`src/rtl/light_sequencer_pkg.sv`:
```
// Shared definitions for the light sequencer.
// Holds the FSM state encoding and the default timing constants that the
// top level uses as parameter defaults.
package light_sequencer_pkg;

  typedef enum logic [1:0] {
    ST_IDLE  = 2'd0,
    ST_CYCLE = 2'd1,
    ST_RING  = 2'd2
  } state_e;

  localparam int unsigned DEF_DWELL_CYCLES = 50_000_000;
  localparam int unsigned DEF_FLASH_CYCLES = 5_000_000;
  localparam int unsigned DEF_FLASH_COUNT  = 3;
  localparam int unsigned DEF_CNT_W        = 32;

endpackage

```
`src/rtl/light_sequencer_pulse_timer.sv`:
```
// Reloading down-counter with terminal-count strobe.
// Ports:
//   clk        rising-edge clock
//   rst        asynchronous active-low reset (count -> 0)
//   clr_i      force the count to 0 (highest priority)
//   load_i     load load_val_i
//   en_i       count down; on reaching 0 the next enabled cycle reloads
//   load_val_i reload value (period - 1)
//   tc_o       high for one enabled cycle at count 0, not while loading
module light_sequencer_pulse_timer
  import light_sequencer_pkg::*;
#(
  parameter int unsigned CNT_W = DEF_CNT_W
) (
  input  logic             clk,
  input  logic             rst,
  input  logic             clr_i,
  input  logic             load_i,
  input  logic             en_i,
  input  logic [CNT_W-1:0] load_val_i,
  output logic             tc_o
);

  logic [CNT_W-1:0] cnt_q;
  logic [CNT_W-1:0] cnt_d;

  always_comb begin
    cnt_d = cnt_q;
    if (clr_i) begin
      cnt_d = '0;
    end else if (load_i) begin
      cnt_d = load_val_i;
    end else if (en_i) begin
      cnt_d = (cnt_q == '0) ? load_val_i : cnt_q - CNT_W'(1);
    end
  end

  always_ff @(posedge clk or negedge rst) begin
    if (!rst) begin
      cnt_q <= '0;
    end else begin
      cnt_q <= cnt_d;
    end
  end

  // The strobe is deliberately not gated by clr_i: the owner derives its
  // clear from this strobe, and gating it would close a combinational loop.
  assign tc_o = en_i & ~load_i & (cnt_q == '0);

endmodule

```
`src/rtl/light_sequencer.sv`:
```
// Light sequencer: drives the lights selector's button and sel inputs.
// Steps the colour generator every DWELL_CYCLES in cycle mode, accepts
// manual step requests, and plays a doorbell flash (white/RGB alternation).
// Ports:
//   clk       rising-edge clock
//   rst       asynchronous active-low reset
//   en_cycle  level, request automatic colour cycling
//   step_req  manual step request, rising edge significant
//   ring      doorbell request
//   button    one-cycle step pulse to the colour generator
//   sel       0 = white, 1 = RGB
//   busy      high while the ring sequence runs
//   step_cnt  count of button pulses issued, modulo 8
module light_sequencer
  import light_sequencer_pkg::*;
#(
  parameter int unsigned DWELL_CYCLES = DEF_DWELL_CYCLES,
  parameter int unsigned FLASH_CYCLES = DEF_FLASH_CYCLES,
  parameter int unsigned FLASH_COUNT  = DEF_FLASH_COUNT,
  parameter int unsigned CNT_W        = DEF_CNT_W
) (
  input  logic       clk,
  input  logic       rst,
  input  logic       en_cycle,
  input  logic       step_req,
  input  logic       ring,
  output logic       button,
  output logic       sel,
  output logic       busy,
  output logic [2:0] step_cnt
);

  localparam int unsigned HALVES = 2 * FLASH_COUNT;
  localparam int unsigned HALF_W = $clog2(HALVES);
  localparam logic [CNT_W-1:0]  DWELL_LOAD = CNT_W'(DWELL_CYCLES - 1);
  localparam logic [CNT_W-1:0]  FLASH_LOAD = CNT_W'(FLASH_CYCLES - 1);
  localparam logic [HALF_W-1:0] HALF_LAST  = HALF_W'(HALVES - 1);

  state_e            state_q;
  logic              step_q;
  logic              pend_q;
  logic              button_q;
  logic              sel_q;
  logic              busy_q;
  logic [2:0]        step_cnt_q;
  logic [2:0]        step_cnt_d;
  logic [HALF_W-1:0] half_q;

  logic step_edge;
  logic step_any;
  logic ring_done;
  logic dwell_clr, dwell_load, dwell_en, dwell_tc;
  logic flash_clr, flash_load, flash_en, flash_tc;

  assign step_edge  = step_req & ~step_q;
  assign step_cnt_d = step_cnt_q + 3'd1;
  assign ring_done  = (state_q == ST_RING) && flash_tc && (half_q == HALF_LAST);
  // Any reason to pulse outside RING; dwell_tc is only live in CYCLE.
  assign step_any   = step_edge | pend_q | dwell_tc;

  // Timer control is a pure function of the current state and inputs.
  always_comb begin
    dwell_clr  = 1'b0;
    dwell_load = 1'b0;
    dwell_en   = 1'b0;
    flash_clr  = 1'b0;
    flash_load = 1'b0;
    flash_en   = 1'b0;
    case (state_q)
      ST_IDLE: begin
        flash_load = ring;
        dwell_load = ~ring & en_cycle;
      end
      ST_CYCLE: begin
        flash_load = ring;
        dwell_clr  = ring | ~en_cycle;
        dwell_load = step_edge;
        dwell_en   = ~ring & en_cycle;
      end
      ST_RING: begin
        flash_en   = 1'b1;
        flash_clr  = ring_done;
        dwell_load = ring_done & en_cycle;
      end
      default: begin
        dwell_clr = 1'b1;
        flash_clr = 1'b1;
      end
    endcase
  end

  light_sequencer_pulse_timer #(.CNT_W(CNT_W)) u_dwell (
    .clk       (clk),
    .rst       (rst),
    .clr_i     (dwell_clr),
    .load_i    (dwell_load),
    .en_i      (dwell_en),
    .load_val_i(DWELL_LOAD),
    .tc_o      (dwell_tc)
  );

  light_sequencer_pulse_timer #(.CNT_W(CNT_W)) u_flash (
    .clk       (clk),
    .rst       (rst),
    .clr_i     (flash_clr),
    .load_i    (flash_load),
    .en_i      (flash_en),
    .load_val_i(FLASH_LOAD),
    .tc_o      (flash_tc)
  );

  always_ff @(posedge clk or negedge rst) begin
    if (!rst) begin
      state_q    <= ST_IDLE;
      step_q     <= 1'b0;
      pend_q     <= 1'b0;
      button_q   <= 1'b0;
      sel_q      <= 1'b0;
      busy_q     <= 1'b0;
      step_cnt_q <= '0;
      half_q     <= '0;
    end else begin
      step_q   <= step_req;
      button_q <= 1'b0;
      case (state_q)
        ST_IDLE, ST_CYCLE: begin
          if (ring) begin
            // Ring wins over everything; a coincident step is remembered.
            state_q <= ST_RING;
            busy_q  <= 1'b1;
            sel_q   <= 1'b0;
            half_q  <= '0;
            pend_q  <= pend_q | step_edge;
          end else begin
            state_q <= en_cycle ? ST_CYCLE : ST_IDLE;
            sel_q   <= en_cycle;
            if (step_any) begin
              // Never pulse back-to-back: defer one cycle via the pending flag.
              if (button_q) begin
                pend_q <= 1'b1;
              end else begin
                button_q   <= 1'b1;
                pend_q     <= 1'b0;
                step_cnt_q <= step_cnt_d;
              end
            end
          end
        end
        ST_RING: begin
          if (ring_done) begin
            state_q <= en_cycle ? ST_CYCLE : ST_IDLE;
            busy_q  <= 1'b0;
            sel_q   <= en_cycle;
            half_q  <= '0;
            // button_q is always 0 in RING, so the deferred pulse can go now.
            if (pend_q | step_edge) begin
              button_q   <= 1'b1;
              pend_q     <= 1'b0;
              step_cnt_q <= step_cnt_d;
            end
          end else begin
            pend_q <= pend_q | step_edge;
            if (flash_tc) begin
              half_q <= half_q + HALF_W'(1);
              sel_q  <= ~sel_q;
            end
          end
        end
        default: begin
          state_q <= ST_IDLE;
          busy_q  <= 1'b0;
          sel_q   <= 1'b0;
        end
      endcase
    end
  end

  assign button   = button_q;
  assign sel      = sel_q;
  assign busy     = busy_q;
  assign step_cnt = step_cnt_q;

endmodule

```
`config.mk`:
```
export PLATFORM = sky130hd
export DESIGN_NAME = light_sequencer
export DESIGN_NICKNAME = d
export VERILOG_FILES = /design/src/rtl/light_sequencer_pkg.sv /design/src/rtl/light_sequencer_pulse_timer.sv /design/src/rtl/light_sequencer.sv
export SDC_FILE = /design/constraint.sdc
export NUM_CORES = 1
export LEC_CHECK = 0
export CAP_MARGIN = 20
export CORE_MARGIN = 3
export CORE_UTILIZATION = 55
export CTS_CLUSTER_DIAMETER = 40
export DETAILED_ROUTE_END_ITERATION = 10
export GPL_TIMING_DRIVEN = 0
export PLACE_DENSITY = 0.79
export SYNTH_ARGS = -nofsm -noshare
export SYNTH_HDL_FRONTEND = slang
export SYNTH_HIERARCHICAL = 1
export SYNTH_SLANG_ARGS = --single-unit
```
`constraint.sdc`:
```
create_clock -name clk -period 9.5 [get_ports clk]
set_clock_uncertainty 0.05 [all_clocks]
set_input_delay 2.85 -clock clk [delete_from_list [all_inputs] [get_ports clk]]
set_output_delay 2.85 -clock clk [all_outputs]
set_load 0.05 [all_outputs]
```
======== Word level (Yosys, flattened, before mapping) ========
Index checks and enable logic that the tools add are counted.
storage, ports and cells
  register bits after elaboration ......... 77
  input bits .............................. 5
  output and inout bits ................... 6
  logic and storage cells ................. 103
cells by class
  add/subtract/negate cells ............... 4
  equality and inequality tests ........... 12
  mux-type cells .......................... 47
  bitwise logic cells ..................... 16
  reduce and logical (&&, ||, !) cells .... 14
operators by type and width
  cell                                                    number
  2-to-1 mux 32 bit                                       8
  zero test 32 bit                                        2
  subtractor 32 x 1 -> 32 bit (second input constant)     2
  2-to-1 mux 3 bit                                        8
  2-to-1 mux 1 bit                                        19
  one-hot mux 1 bit (2 select lines)                      6
  one-hot mux 3 bit (2 select lines)                      2
  AND 1 bit                                               7
  adder 3 x 1 -> 3 bit (second input constant)            2
  inequality test 2 x 1 -> 1 bit (second input constant)  3
  inequality test 2 bit (second input constant)           3
  NOT 1 bit                                               6
  AND reduction 3 bit                                     2
  AND reduction 6 bit                                     1
  nonzero test 3 bit                                      2
  2-to-1 mux 2 bit                                        2
  one-hot mux 2 bit (2 select lines)                      1
  OR reduction 2 bit                                      2
  == test 3 bit (second input constant)                   1
  inequality test 3 x 1 -> 1 bit (second input constant)  1
  inequality test 3 x 2 -> 1 bit (second input constant)  1
  inequality test 3 bit (second input constant)           1
  bitwise OR 1 bit                                        3
  one-hot mux 1 bit (3 select lines)                      1
  other kinds (6)                                         7

======== Depth between registers and ports, before layout ========
  depth in word-level cells ............... 17
  gate-level depth with buffers ........... 19

======== By module ========
Netlist, hierarchy kept.
by module, submodules not included
  module                                  instances  cells an instance  area an instance (µm²)  sequential area each (µm²)
  light_sequencer_pulse_timer at u_dwell  1          288                2257.2                  800.8
  light_sequencer_pulse_timer at u_flash  1          252                2232.1                  800.8
  light_sequencer                         1          70                 733.2                   325.3

======== Worst setup path before layout ========
OpenSTA, ideal clock, no wires.
  path type ............................... input-to-reg
  start point ............................. input ring
  end point ............................... register u_dwell.cnt_q[12]
  library setup time ...................... 136 ps
  data arrival time ....................... 5365 ps
  slack ................................... 3948 ps
  stages .................................. 14
  cell sequence ........................... or2b_4 > inv_2 > clkbuf_1 > and3b_1 > nand3_2 > nor2_1 > o21ai_1 > o2bb2ai_1 > clkbuf_1 > or3_1 > nand2b_1 > buf_1 > clkbuf_1 > o21ai_0
between the ends
  longest elaborated chain between the ends .. 10
  elaborated cells between the ends (all ways) .. 16
  those cells by class .................... 6 x mux; 7 x bitwise; 3 x reduce/logical
ends and longest elaborated chain
  element                               line                               source
  from (decl)                           light_sequencer.sv:26              input logic ring,
  2-to-1 mux 1 bit *                    light_sequencer.sv:69              case (state_q)
  named net flash_load                  light_sequencer.sv:53              logic flash_clr, flash_load, flash_en, flash_tc;
  NOT 1 bit *                           light_sequencer_pulse_timer.sv:48  assign tc_o = en_i & ~load_i & (cnt_q == '0);
  AND 1 bit * (2 in series)             light_sequencer_pulse_timer.sv:48
  named net flash_tc                    light_sequencer.sv:53
  logical AND 1 bit * (2 in series)     light_sequencer.sv:57              assign ring_done = (state_q == ST_RING) && flash_tc && (half_q == HALF_LAST);
  AND 1 bit *                           light_sequencer.sv:83              dwell_load = ring_done & en_cycle;
  one-hot mux 1 bit (3 select lines) *  light_sequencer.sv:69
  named net dwell_load                  light_sequencer.sv:52              logic dwell_clr, dwell_load, dwell_en, dwell_tc;
  2-to-1 mux 32 bit                     light_sequencer_pulse_timer.sv:31  end else if (load_i) begin
  2-to-1 mux 32 bit                     light_sequencer_pulse_timer.sv:29  if (clr_i) begin
  to (signal assigned)                  light_sequencer_pulse_timer.sv:42  cnt_q <= cnt_d;
  to (decl)                             light_sequencer_pulse_timer.sv:24  logic [CNT_W-1:0] cnt_q;
The timed path passes the listed nets; every way through them passes the cells marked *.
A chain may end at the register's enable or synchronous reset.

======== Worst setup path after layout ========
  start point ............................. input ring
  end point ............................... register u_dwell.cnt_q[23]
Same word-level chain as after synthesis.

==> results.cfg <==
[final_layout]
syn_to_final_growth_pct = 14.2
instances_no_fill = 827
antenna_cells = 0
fin_nets = 708
drive_gt1_frac = 0.0813
layout_common_cells = dfrtp_1 (77), conb_1 (66), nand3_1 (52), o21ai_0 (46)
final_common_cell = dfrtp_1

[synthesis]
synth-seq-cells = 77
yosysWarnings = 6
synthSimpleGateAreaFrac = 0.298
yosys.area_share.adder = 0.0168
netlist_area_um2 = 5220
synth_top_cell_area_share = 0.369
yosysSeqAreaShare = 0.369
synth.area.top_cells = dfrtp_1 (37%), nand3_1 (5.0%), o21ai_0 (4.4%)
muxShareOfSynthArea = 0.0316
synth_cells = 610
synth_ff_type = dfrtp_1
synth_area_leader_cell = dfrtp_1
synth_xor_area_frac = 0.00671
synth_top_family_by_area = simple AND/OR/NAND/NOR gates
synth.avg_cell_area_um2 = 8.56
synth_cell_types = 78
synth_edf_count = 0
synth-compound-area-share = 0.228
async_flop_share = 1.00

[sta]
finalSetupTns_ns = 0
relSlewSlack = 0.424
worst_pin_slew_ns = 0.858
min_period_ns = 6.72
fin_crit_sh = 0.707
fmax_ghz = 0.149
whs_ns = 0.421
layout_setup_ws_ns = 2.78
finalSetupViolations = 0
hold_viol_final = 0
rsz0062_at_grt = false
maxSlewViolCount = 0

[global_routing]
use_met3 = 0.0651
grt_max_degree = 50
global_route.usage.met2 = 0.434
use_met1 = 0.412
gr-total-overflow = 0
grt_pass1_wl_mm = 24.2
grtUsageTotal = 0.287
grt.busiest_layer = met2
antenna_found_initial = 0
grt_pass1_vias = 4952

[setup_path]
cp.required_ns = 9.66
path_max_fanout = 10
critPathKind = in2reg
worstPathArrival_ns = 6.88
rr_worst_depth = 14
rr_startpoint = u_flash/cnt_q[8]
crit_path_end_kind = flop
r2r_end = u_flash/cnt_q[16]
r2r_setup_slack_ns = 4.66
startpoint_type = input pin

[placed_design]
globalplace.congestion = 1.03
place_ws_ns = 2.48
dp_cells = 811
hpwlAfterDp_mm = 10.4
portBuffers = 10

[cts]
cts_buffers = 9
path_clk_slew_ns = 0.08
clkSinkCount = 77
post_cts_buffers = 0
cts.root.buffer_cell = clkbuf_8
h-tree-depth = 3
ctsResizeCount = 0
hold_buffers = 0
cts_tree = yes
clockBufferDepth = 2
clock_latency_ns = 0.36

[power]
cellPowerDensity_nw_per_um2 = 325
leakagePower_nw = 2.48
peakVddDrop_uv = 142

[floorplan]
die_y_um = 103
rows = 34
die_width_um = 103
num_io_pins = 11
coreArea_um2 = 8980
initial_utilization = 0.582
die_area_um2 = 10700

[hold_path]
hold_class = reg2reg
min_from = step_cnt[2]
hold_depth = 1
worst_hold_path.endpoint = step_cnt[2]

[drt]
postRouteAntennaNets = 0
drc = 0
vias = 5286
wl_per_cell_um = 17.8
vias_per_cell = 6.39
drtIter0Drc = 506
first_pass_iters = 8
wl_mm = 14.7

[job]
drv_cap = 0

[status]
status = complete, no violations
## cells in the mapped netlist (all sizes together) (4+ instances only)
| cell type | instances |
|---|---|
| a21oi | 24 |
| a221o | 5 |
| a31oi | 4 |
| a32o | 17 |
| and3 | 7 |
| buf | 12 |
| clkbuf | 28 |
| dfrtp | 77 |
| ha | 7 |
| inv | 13 |
| mux2 | 12 |
| nand2 | 37 |
| nand2b | 4 |
| nand3 | 53 |
| nand4 | 7 |
| nor2 | 43 |
| nor2b | 4 |
| nor3 | 44 |
| nor3b | 6 |
| nor4 | 28 |
| nor4b | 5 |
| o211ai | 10 |
| o21a | 5 |
| o21ai | 58 |
| o22ai | 10 |
| o31ai | 6 |
| o41ai | 4 |
| or2 | 5 |
| or3 | 12 |
| or4 | 13 |
| xor2 | 4 |
## critical path: stages
cell and delay, ns:
clkdlybuf4s50_1 0.59, or2b_4 0.34, inv_2 0.06, clkbuf_1 0.31, and3b_1 0.31, nand3_2 0.17, nor2_1 0.07, o21ai_1 0.24
o2bb2ai_1 0.09, clkbuf_1 0.23, or3_1 0.46, nand2b_1 0.10, buf_1 0.38, clkbuf_1 0.47, o22ai_1 0.21
## how the worst max path moves through the flow
stage | start | to | slack [ns] | cells after the start
after floorplan | ring | u_dwell/cnt_q[12] | 3.95 | 14
after global placement | ring | u_dwell/cnt_q[23] | 2.57 | 15
after detailed placement | ring | u_dwell/cnt_q[23] | 2.48 | 15
after CTS | ring | u_dwell/cnt_q[23] | 2.83 | 15
after global routing | ring | u_dwell/cnt_q[23] | 2.52 | 15
final | ring | u_dwell/cnt_q[23] | 2.78 | 15
## per-stage QoR
stage	power, mW	cell area [um2]	util
detailed placement	1.64	5750	0.640
CTS	1.91	5960	0.664
global route	2.08	5960	0.664
finish	1.94	5960	0.664
floorplan	1.36	5460	-
global placement	1.60	5720	0.637
## area by class of cell
| class | instances | area, um2 |
|---|---|---|
| Buffer | 40 | 193 |
| Inverter | 14 | 57.6 |
| Clock buffer | 12 | 165 |
| Sequential cell | 77 | 1930 |
| Clock inverter | 4 | 53.8 |
| Tap cell | 126 | 158 |
| Timing Repair Buffer | 11 | 125 |
| Multi-Input combinational cell | 543 | 3290 |
| Fill cell | 775 | 3010 |
## report_power, final
group	internal, mW	switching (mW)	leakage [nW]
registers	0.459	0.153	0.995
logic	0.382	0.675	1.38
clock network	0.144	0.126	0.105
## metal layers
layer,vias to the layer above,share of wire
li1,2466,-
met1,2543,0.46
met2,247,0.45
met3,30,0.076
met4,0,0.016
met5,-,0
## cells by family (layout without fill, tap and decap cells)
logic type / after synthesis / after routing
fa+ha+maj: 7 / 7
mux: 15 / 15
other cells: 2 / 66
buf+inv: 54 / 81
compound gates: 170 / 170
simple gates: 281 / 281
xor+xnor: 4 / 4
flops: 77 / 77
## sequential cells by signal, summed over array words and instances, names as in the netlist
register       cells
pend_q             1
button             1
u_dwell/cnt_q     32
busy               1
state_q            2
step_cnt           3
u_flash/cnt_q     32
sel                1
half_q             3
step_q             1
Power figures use the tool's default switching activity.
